File: config.mk
export PLATFORM = sky130hd
export DESIGN_NAME = fetch_stage
export DESIGN_NICKNAME = d
export VERILOG_FILES = /design/src/rtl/fetch_pkg.sv /design/src/rtl/fetch_skid_buffer.sv /design/src/rtl/fetch_stage.sv
export SDC_FILE = /design/constraint.sdc
export NUM_CORES = 1
export LEC_CHECK = 0
export ABC_AREA = 1
export CAP_MARGIN = 25
export CORE_AREA = 2 2 170 172
export CTS_CLUSTER_SIZE = 16
export DETAILED_ROUTE_END_ITERATION = 7
export DIE_AREA = 0 0 172 174
export DONT_BUFFER_PORTS = 1
export PLACE_DENSITY = 0.56
export SYNTH_ARGS = -nofsm -noshare
export SYNTH_HDL_FRONTEND = slang
export SYNTH_SLANG_ARGS = --single-unit
File: constraint.sdc
create_clock -name CLK -period 3.38 [get_ports CLK]
set_input_delay 1.014 -clock CLK [delete_from_list [all_inputs] [get_ports CLK]]
set_output_delay 1.014 -clock CLK [all_outputs]
set_load 0.005 [all_outputs]
File: src/rtl/fetch_pkg.sv
// rtl/fetch_pkg.sv - shared types and constants for the instruction-fetch stage
// Contents: fetch_state_e (RUN/DROP), NOP_INSTR, PC_INCR, PC_PLUS8.
package fetch_pkg;

  // RUN: normal fetching. DROP: an outstanding response belongs to a
  // squashed path and must be discarded when it arrives.
  typedef enum logic {
    RUN  = 1'b0,
    DROP = 1'b1
  } fetch_state_e;

  // MOV r0, r0 - used as the bubble instruction in IF/ID.
  localparam logic [31:0] NOP_INSTR = 32'hE1A0_0000;

  localparam int PC_INCR  = 4;
  localparam int PC_PLUS8 = 8;

endpackage

File: src/rtl/fetch_skid_buffer.sv
// rtl/fetch_skid_buffer.sv - single-entry holding slot for an accepted fetch response
// Ports:
//   clk_i, rst_i         clock, synchronous active-high reset
//   wr_i                 capture wr_instr_i/wr_pc_i, entry becomes full
//   rd_i                 entry consumed, becomes empty
//   clr_i                discard entry (flush/redirect)
//   wr_instr_i, wr_pc_i  instruction word and its PC tag
//   full_o               entry holds valid data
//   instr_o, pc_o        stored instruction and PC tag
module fetch_skid_buffer #(
  parameter int BITS = 32
) (
  input  logic            clk_i,
  input  logic            rst_i,
  input  logic            wr_i,
  input  logic            rd_i,
  input  logic            clr_i,
  input  logic [BITS-1:0] wr_instr_i,
  input  logic [BITS-1:0] wr_pc_i,
  output logic            full_o,
  output logic [BITS-1:0] instr_o,
  output logic [BITS-1:0] pc_o
);

  logic            full_q;
  logic [BITS-1:0] instr_q;
  logic [BITS-1:0] pc_q;

  // Clear beats write (a flushed cycle drops its response); write beats
  // read so a same-cycle refill keeps the entry occupied.
  always_ff @(posedge clk_i) begin
    if (rst_i || clr_i) begin
      full_q <= 1'b0;
    end else if (wr_i) begin
      full_q <= 1'b1;
    end else if (rd_i) begin
      full_q <= 1'b0;
    end
  end

  always_ff @(posedge clk_i) begin
    if (rst_i) begin
      instr_q <= '0;
      pc_q    <= '0;
    end else if (wr_i && !clr_i) begin
      instr_q <= wr_instr_i;
      pc_q    <= wr_pc_i;
    end
  end

  assign full_o  = full_q;
  assign instr_o = instr_q;
  assign pc_o    = pc_q;

endmodule

File: src/rtl/fetch_stage.sv
// rtl/fetch_stage.sv - ARM pipeline instruction-fetch stage with IF/ID register
// Optional feature macro: FETCH_PERF_EN (FetchCount/StallCount counters).
// Ports:
//   CLK, RESET                    clock, synchronous active-high reset
//   StallF, StallD, FlushD        hazard unit controls
//   BranchTakenE, ALUResultE      execute redirect and target (higher priority)
//   PCSrcW, ResultW               writeback PC write and target
//   IMemReq, IMemAddr             fetch request and word-aligned address
//   IMemAck, IMemRdata            fetch response
//   PCF                           current fetch PC
//   InstrD, PCPlus8D, ValidD      IF/ID register towards decode
//   FetchCount, StallCount        performance counters (0 without FETCH_PERF_EN)
module fetch_stage
  import fetch_pkg::*;
#(
  parameter int          BITS     = 32,
  parameter logic [31:0] RESET_PC = 32'h0000_0000
) (
  input  logic            CLK,
  input  logic            RESET,
  input  logic            StallF,
  input  logic            StallD,
  input  logic            FlushD,
  input  logic            BranchTakenE,
  input  logic [BITS-1:0] ALUResultE,
  input  logic            PCSrcW,
  input  logic [BITS-1:0] ResultW,
  output logic            IMemReq,
  output logic [BITS-1:0] IMemAddr,
  input  logic            IMemAck,
  input  logic [BITS-1:0] IMemRdata,
  output logic [BITS-1:0] PCF,
  output logic [BITS-1:0] InstrD,
  output logic [BITS-1:0] PCPlus8D,
  output logic            ValidD,
  output logic [31:0]     FetchCount,
  output logic [31:0]     StallCount
);

  fetch_state_e    state_q, state_d;
  logic [BITS-1:0] pc_q, pc_d;
  logic            pending_q, pending_d;
  logic [BITS-1:0] req_addr_q, req_addr_d;
  logic [BITS-1:0] instr_q, instr_d;
  logic [BITS-1:0] pcplus8_q, pcplus8_d;
  logic            valid_q, valid_d;

  logic            redirect;
  logic [BITS-1:0] target;
  logic            imem_req;
  logic [BITS-1:0] cur_addr;
  logic            ack;
  logic            accept;
  logic            direct;
  logic            buf_wr, buf_rd, buf_clr, buf_full;
  logic [BITS-1:0] buf_instr, buf_pc;
  logic            load_valid;

  assign redirect = BranchTakenE | PCSrcW;
  assign target   = BranchTakenE ? ALUResultE : ResultW;

  // A pending request is always re-presented, even in DROP, so the address
  // stays stable until the memory acknowledges it.
  assign imem_req = !RESET && (pending_q || (state_q == RUN && !buf_full && !StallF));
  assign cur_addr = pending_q ? req_addr_q : pc_q;
  assign IMemReq  = imem_req;
  assign IMemAddr = {cur_addr[BITS-1:2], 2'b00};

  // Acks without a live request (e.g. a response to a request cut by reset)
  // are ignored.
  assign ack    = IMemAck && imem_req;
  assign accept = (state_q == RUN) && ack && !redirect;

  assign direct  = accept && !StallD && !buf_full;
  assign buf_clr = FlushD || redirect;
  assign buf_wr  = accept && !direct;
  assign buf_rd  = !buf_clr && !StallD && buf_full;

  assign load_valid = !buf_clr && !StallD && (buf_full || accept);

  fetch_skid_buffer #(.BITS(BITS)) u_skid (
    .clk_i      (CLK),
    .rst_i      (RESET),
    .wr_i       (buf_wr),
    .rd_i       (buf_rd),
    .clr_i      (buf_clr),
    .wr_instr_i (IMemRdata),
    .wr_pc_i    (cur_addr),
    .full_o     (buf_full),
    .instr_o    (buf_instr),
    .pc_o       (buf_pc)
  );

  // Request tracking and PC / state next-state logic.
  always_comb begin
    state_d    = state_q;
    pc_d       = pc_q;
    pending_d  = pending_q;
    req_addr_d = req_addr_q;

    if (ack) begin
      pending_d = 1'b0;
    end else if (imem_req && !pending_q) begin
      pending_d  = 1'b1;
      req_addr_d = pc_q;
    end

    case (state_q)
      RUN: begin
        if (redirect) begin
          pc_d = target;
          // The request still in flight is on the wrong path.
          if (imem_req && !ack) state_d = DROP;
        end else if (ack) begin
          pc_d = pc_q + BITS'(PC_INCR);
        end
      end
      DROP: begin
        if (redirect) pc_d = target;
        if (ack) state_d = RUN;
      end
      default: state_d = RUN;
    endcase
  end

  // IF/ID register next-state.
  always_comb begin
    instr_d   = instr_q;
    pcplus8_d = pcplus8_q;
    valid_d   = valid_q;

    if (buf_clr) begin
      instr_d = BITS'(NOP_INSTR);
      valid_d = 1'b0;
    end else if (StallD) begin
      valid_d = valid_q;
    end else if (load_valid) begin
      // Buffered word is older than anything arriving this cycle.
      instr_d   = buf_full ? buf_instr : IMemRdata;
      pcplus8_d = (buf_full ? buf_pc : cur_addr) + BITS'(PC_PLUS8);
      valid_d   = 1'b1;
    end else begin
      instr_d = BITS'(NOP_INSTR);
      valid_d = 1'b0;
    end
  end

  always_ff @(posedge CLK) begin
    if (RESET) begin
      state_q    <= RUN;
      pc_q       <= BITS'(RESET_PC);
      pending_q  <= 1'b0;
      req_addr_q <= '0;
      instr_q    <= BITS'(NOP_INSTR);
      pcplus8_q  <= '0;
      valid_q    <= 1'b0;
    end else begin
      state_q    <= state_d;
      pc_q       <= pc_d;
      pending_q  <= pending_d;
      req_addr_q <= req_addr_d;
      instr_q    <= instr_d;
      pcplus8_q  <= pcplus8_d;
      valid_q    <= valid_d;
    end
  end

  assign PCF      = pc_q;
  assign InstrD   = instr_q;
  assign PCPlus8D = pcplus8_q;
  assign ValidD   = valid_q;

`ifdef FETCH_PERF_EN
  logic [31:0] fetch_cnt_q;
  logic [31:0] stall_cnt_q;

  always_ff @(posedge CLK) begin
    if (RESET) begin
      fetch_cnt_q <= '0;
      stall_cnt_q <= '0;
    end else begin
      if (load_valid) fetch_cnt_q <= fetch_cnt_q + 32'd1;
      if (StallF || StallD) stall_cnt_q <= stall_cnt_q + 32'd1;
    end
  end

  assign FetchCount = fetch_cnt_q;
  assign StallCount = stall_cnt_q;
`else
  assign FetchCount = 32'd0;
  assign StallCount = 32'd0;
`endif

endmodule

==> summary.md <==
| Metric | Value |
|---|---|
| Outcome | `complete, no violations` |
| Vias per Instance | `4.944` |
| Adder-cell share of the synthesized area | `0.002260` |
| Initial core utilization | `0.3921` |
| Critical Path RT | `between 2 and 2.5 ns` |
| Fin util | `0.4044` |
| Cells after DPL | `2028` |
| Net Switching | `about 0.0016 W` |
| EDFF count, synth | `0` |
| Crit-path slowest cell | `o21ai_0` |
| # clock sinks | `196` |
| H-tree Lvls | `4` |
| Pwr per Cell Area | `447.7 nW/um2` |
| Global-route wire length before repair | `between 50 and 60 mm` |
| Area leader, netlist | `dfxtp_1` |
| Switching share of power | `0.3047` |
| Setup TNS | `0 ns` |
| Routed len/inst | `between 15 and 20 um` |
| Resize count post-CTS | `0` |
| CORE AREA | `~28000 um2` |
| Site row count | `62` |
| Worst setup EP type | `output pin` |
| Final period utilization | `0.8690` |
| Final Hold Fails | `0` |
| Count of cell types in the netlist | `38` |
| Final Skew | `0.01495 ns` |
| Setup violations, final | `0` |
| IO buf count | `0` |
| First DRT Iteration DRCs | `621` |
| Main synth FF type | `dfxtp_1` |
| Mean Syn Cell Area | `between 6 and 7 um2` |
| CP max FO | `28` |
| Area occupied by multi-input gates | `5622 um2` |
| Post-Route WL | `32.21 mm` |
| Leakage | `approximately 4.6 nW` |
| Normalized max-slew margin | `0.4015` |
| Synth Register Bits | `196` |
| Placer Congestion | `0.8464` |
| Synth-to-Final Area Change | `3.142%` |
| Synth Warn # | `0` |
| TritonCTS clock tree | `done` |
| Total power | `roughly 0.005 W` |
| N_diodes | `0` |
| Ys async rst share | `0` |
| Die area | `between 20000 and 30000 um2` |
| Slew Limit Fails | `0` |
| Share of cells above drive strength 1 | `0.04711` |
| Remaining antenna violation count | `0` |
| Max-cap violations | `0` |
| Worst vdd ir | `between 0.2 and 0.3 mV` |
| First-pass detailed-route iteration total | `5` |
| Cell area after synthesis | `11070 um2` |
| Post-CTS Hold Buffers | `0` |
| Hold WC Path Type | `register to register` |
| Finished Layout Cells | `2061` |
| Skew-Pair Late Insertion Delay | `0.44 ns` |
| Vias in the first global route | `9046` |
| Post-synthesis sequential area ratio | `0.3544` |
| Total CTS buffers | `17` |
| Tmin final | `just under 3 ns` |
| Peak Freq | `340.4 MHz` |
| Sequential cell area | `between 3000 and 4000 um2` |
| Clock buffer depth | `2` |
| Flop pwr share | `0.482` |
| CTS root buffer | `clkbuf_16` |
| Comb power frac | `0.112` |
| Xor-xnor portion of the synthesized cell area | `0.01661` |
| Initial antenna violation count | `0` |
| RSZ-0062 raised after global routing | `no` |
| Largest net degree at the start of global routing | `111` |
| Slew @ Worst Pin | `0.8884 ns` |
| Simple-gate share of the synthesized area | `0.2957` |
| Syn Inst Count | `1753` |
| Top cell type's share of synthesized area | `0.3544` |
| Remaining Overflow, GRT | `0` |
| IO Count | `~300` |
| Largest stage delay, worst path | `0.74 ns` |
| Synth top area cells | `dfxtp_1, nand2_1, a21oi_1` |
| CP Data Arrival Time | `~1.9 ns` |
| # nets final | `1770` |
| Int Pwr | `between 0.003 and 0.004 W` |
| Multiplexer share of the synthesized area | `0.0009041` |
| Die W | `172 um` |
| Gr usage total | `0.2128` |
| Largest family of logic cells by synthesized area | `simple AND/OR/NAND/NOR gates` |
| # Post-CTS Setup Buffers | `0` |
| Crit Path Category | `register to output pin` |
| DRC Markers | `0` |
| # fillers | `3083` |
| Vias | `just over 10000` |
| Synth Area in Compound Gates | `0.1687` |
| CTS clk-pin slew, worst paths | `0.08 ns` |
| Critical Path, Cell by Cell | `buf_4 -> o21ai_0` |
| CP startpoint kind | `register` |
| HPWL after detailed placement | `roughly 23 mm` |
| Power share of the clock group | `0.406` |
| Die H | `between 150 and 200 um` |
## power groups by stage
stage                     Sequential, W  Combinational (W)  Clock [W]
after global placement          0.00252           0.000559          0
final                           0.00247           0.000573    0.00207
after floorplan                 0.00247           0.000541          0
after CTS                       0.00247           0.000568    0.00213
after global routing            0.00248           0.000652    0.00222
after detailed placement        0.00252           0.000564          0
## worst max-delay path, delay by kind of cell, from the launching register on
family                 cells  cell delay, ns
AO/OA/AOI/OAI              1            0.74
buffers and inverters      1            0.29
flip-flops                 1            0.45
## Yosys cell counts (2+ instances only)
cell	instances
a21oi_1	172
nor3_1	8
nor2_2	8
nor2_4	3
ha_1	2
inv_2	3
nand3_1	99
inv_1	151
clkbuf_1	58
nor2_1	163
nand4_1	5
nand2_2	3
or2_2	2
xor2_1	16
nand2_1	515
a31oi_1	2
a211oi_1	4
buf_2	30
and3_1	2
dfxtp_1	196
xnor2_1	5
o21ai_1	22
buf_4	100
o21ai_0	164
or2_0	2
buf_6	6
## final timing paths
kind / start / to / slack (ns) / cells past startpoint
setup reg to reg: u_skid.full_o / PCPlus8D[29] / 0.74 / 13
hold reg to reg: u_skid.pc_o[20] / u_skid.pc_o[20] / 0.45 / 2
setup / recovery: pending_q / IMemAddr[31] / 0.44 / 2
hold / removal: u_skid.pc_o[20] / u_skid.pc_o[20] / 0.45 / 2
## metrics by stage
| step | worst slack, ns | hold slack, ns | instance area (um2) |
|---|---|---|---|
| after floorplan | 0.8912 | 0.4237 | 11320 |
| after global placement | 0.6497 | 0.4318 | 10800 |
| after detailed placement | 0.6438 | 0.4368 | 10800 |
| after CTS | 0.4541 | 0.4478 | 11400 |
| after global routing | 0.3097 | 0.4658 | 11420 |
| final | 0.4427 | 0.4475 | 11420 |
## kinds of logic after synthesis
logic type,count (synthesis)
other,1
AND/OR/NAND/NOR,813
flip-flops,196
AO/OA/AOI/OAI,368
adder cells (fa/ha/maj),2
buffers and inverters,351
XOR/XNOR,21
multiplexers,1
## per-layer routing
layer / vias to the layer above / GRT usage / part of all wire
met4: 0 / 0.05917 / 0.022
met1: 4570 / 0.2949 / 0.46
met2: 371 / 0.3288 / 0.44
li1: 5218 / - / -
met5: - / 0 / 0
met3: 31 / 0.05168 / 0.077
## cell type report
class,count,share of cell area
timing repair buffer,22,0.01775
clock inverter,13,0.01348
tap,384,0.04207
inverter,156,0.05193
clock buffer,19,0.03879
multi-input combinational,1271,0.4923
sequential,196,0.3437
## cell usage in the layout (no fill, tap or decap), types with 2 or more instances in the layout
master     instances
nand2_1          515
dfxtp_1          195
a21oi_1          172
o21ai_0          164
nor2_1           163
inv_1            150
nand3_1           98
conb_1            66
o21ai_1           22
buf_4             19
clkbuf_16         17
xor2_1            16
nor2_2             8
nor3_1             8
nand4_1            5
xnor2_1            5
inv_2              4
a211oi_1           4
inv_8              4
nand2_2            3
nor2_4             3
clkinv_4           3
inv_6              3
clkinv_8           3
buf_12             3
or2_2              2
and3_1             2
a31oi_1            2
or2_0              2
ha_1               2
## registers in the layout (all words and copies together) (netlist names)
name and flops:
u_skid.full_o 1, ValidD 1, PCF 32, u_skid.instr_o 32, InstrD 32, req_addr_q 32
u_skid.pc_o 32, PCPlus8D 32, state_q 1, pending_q 1
(Power assumes the default switching activity.)
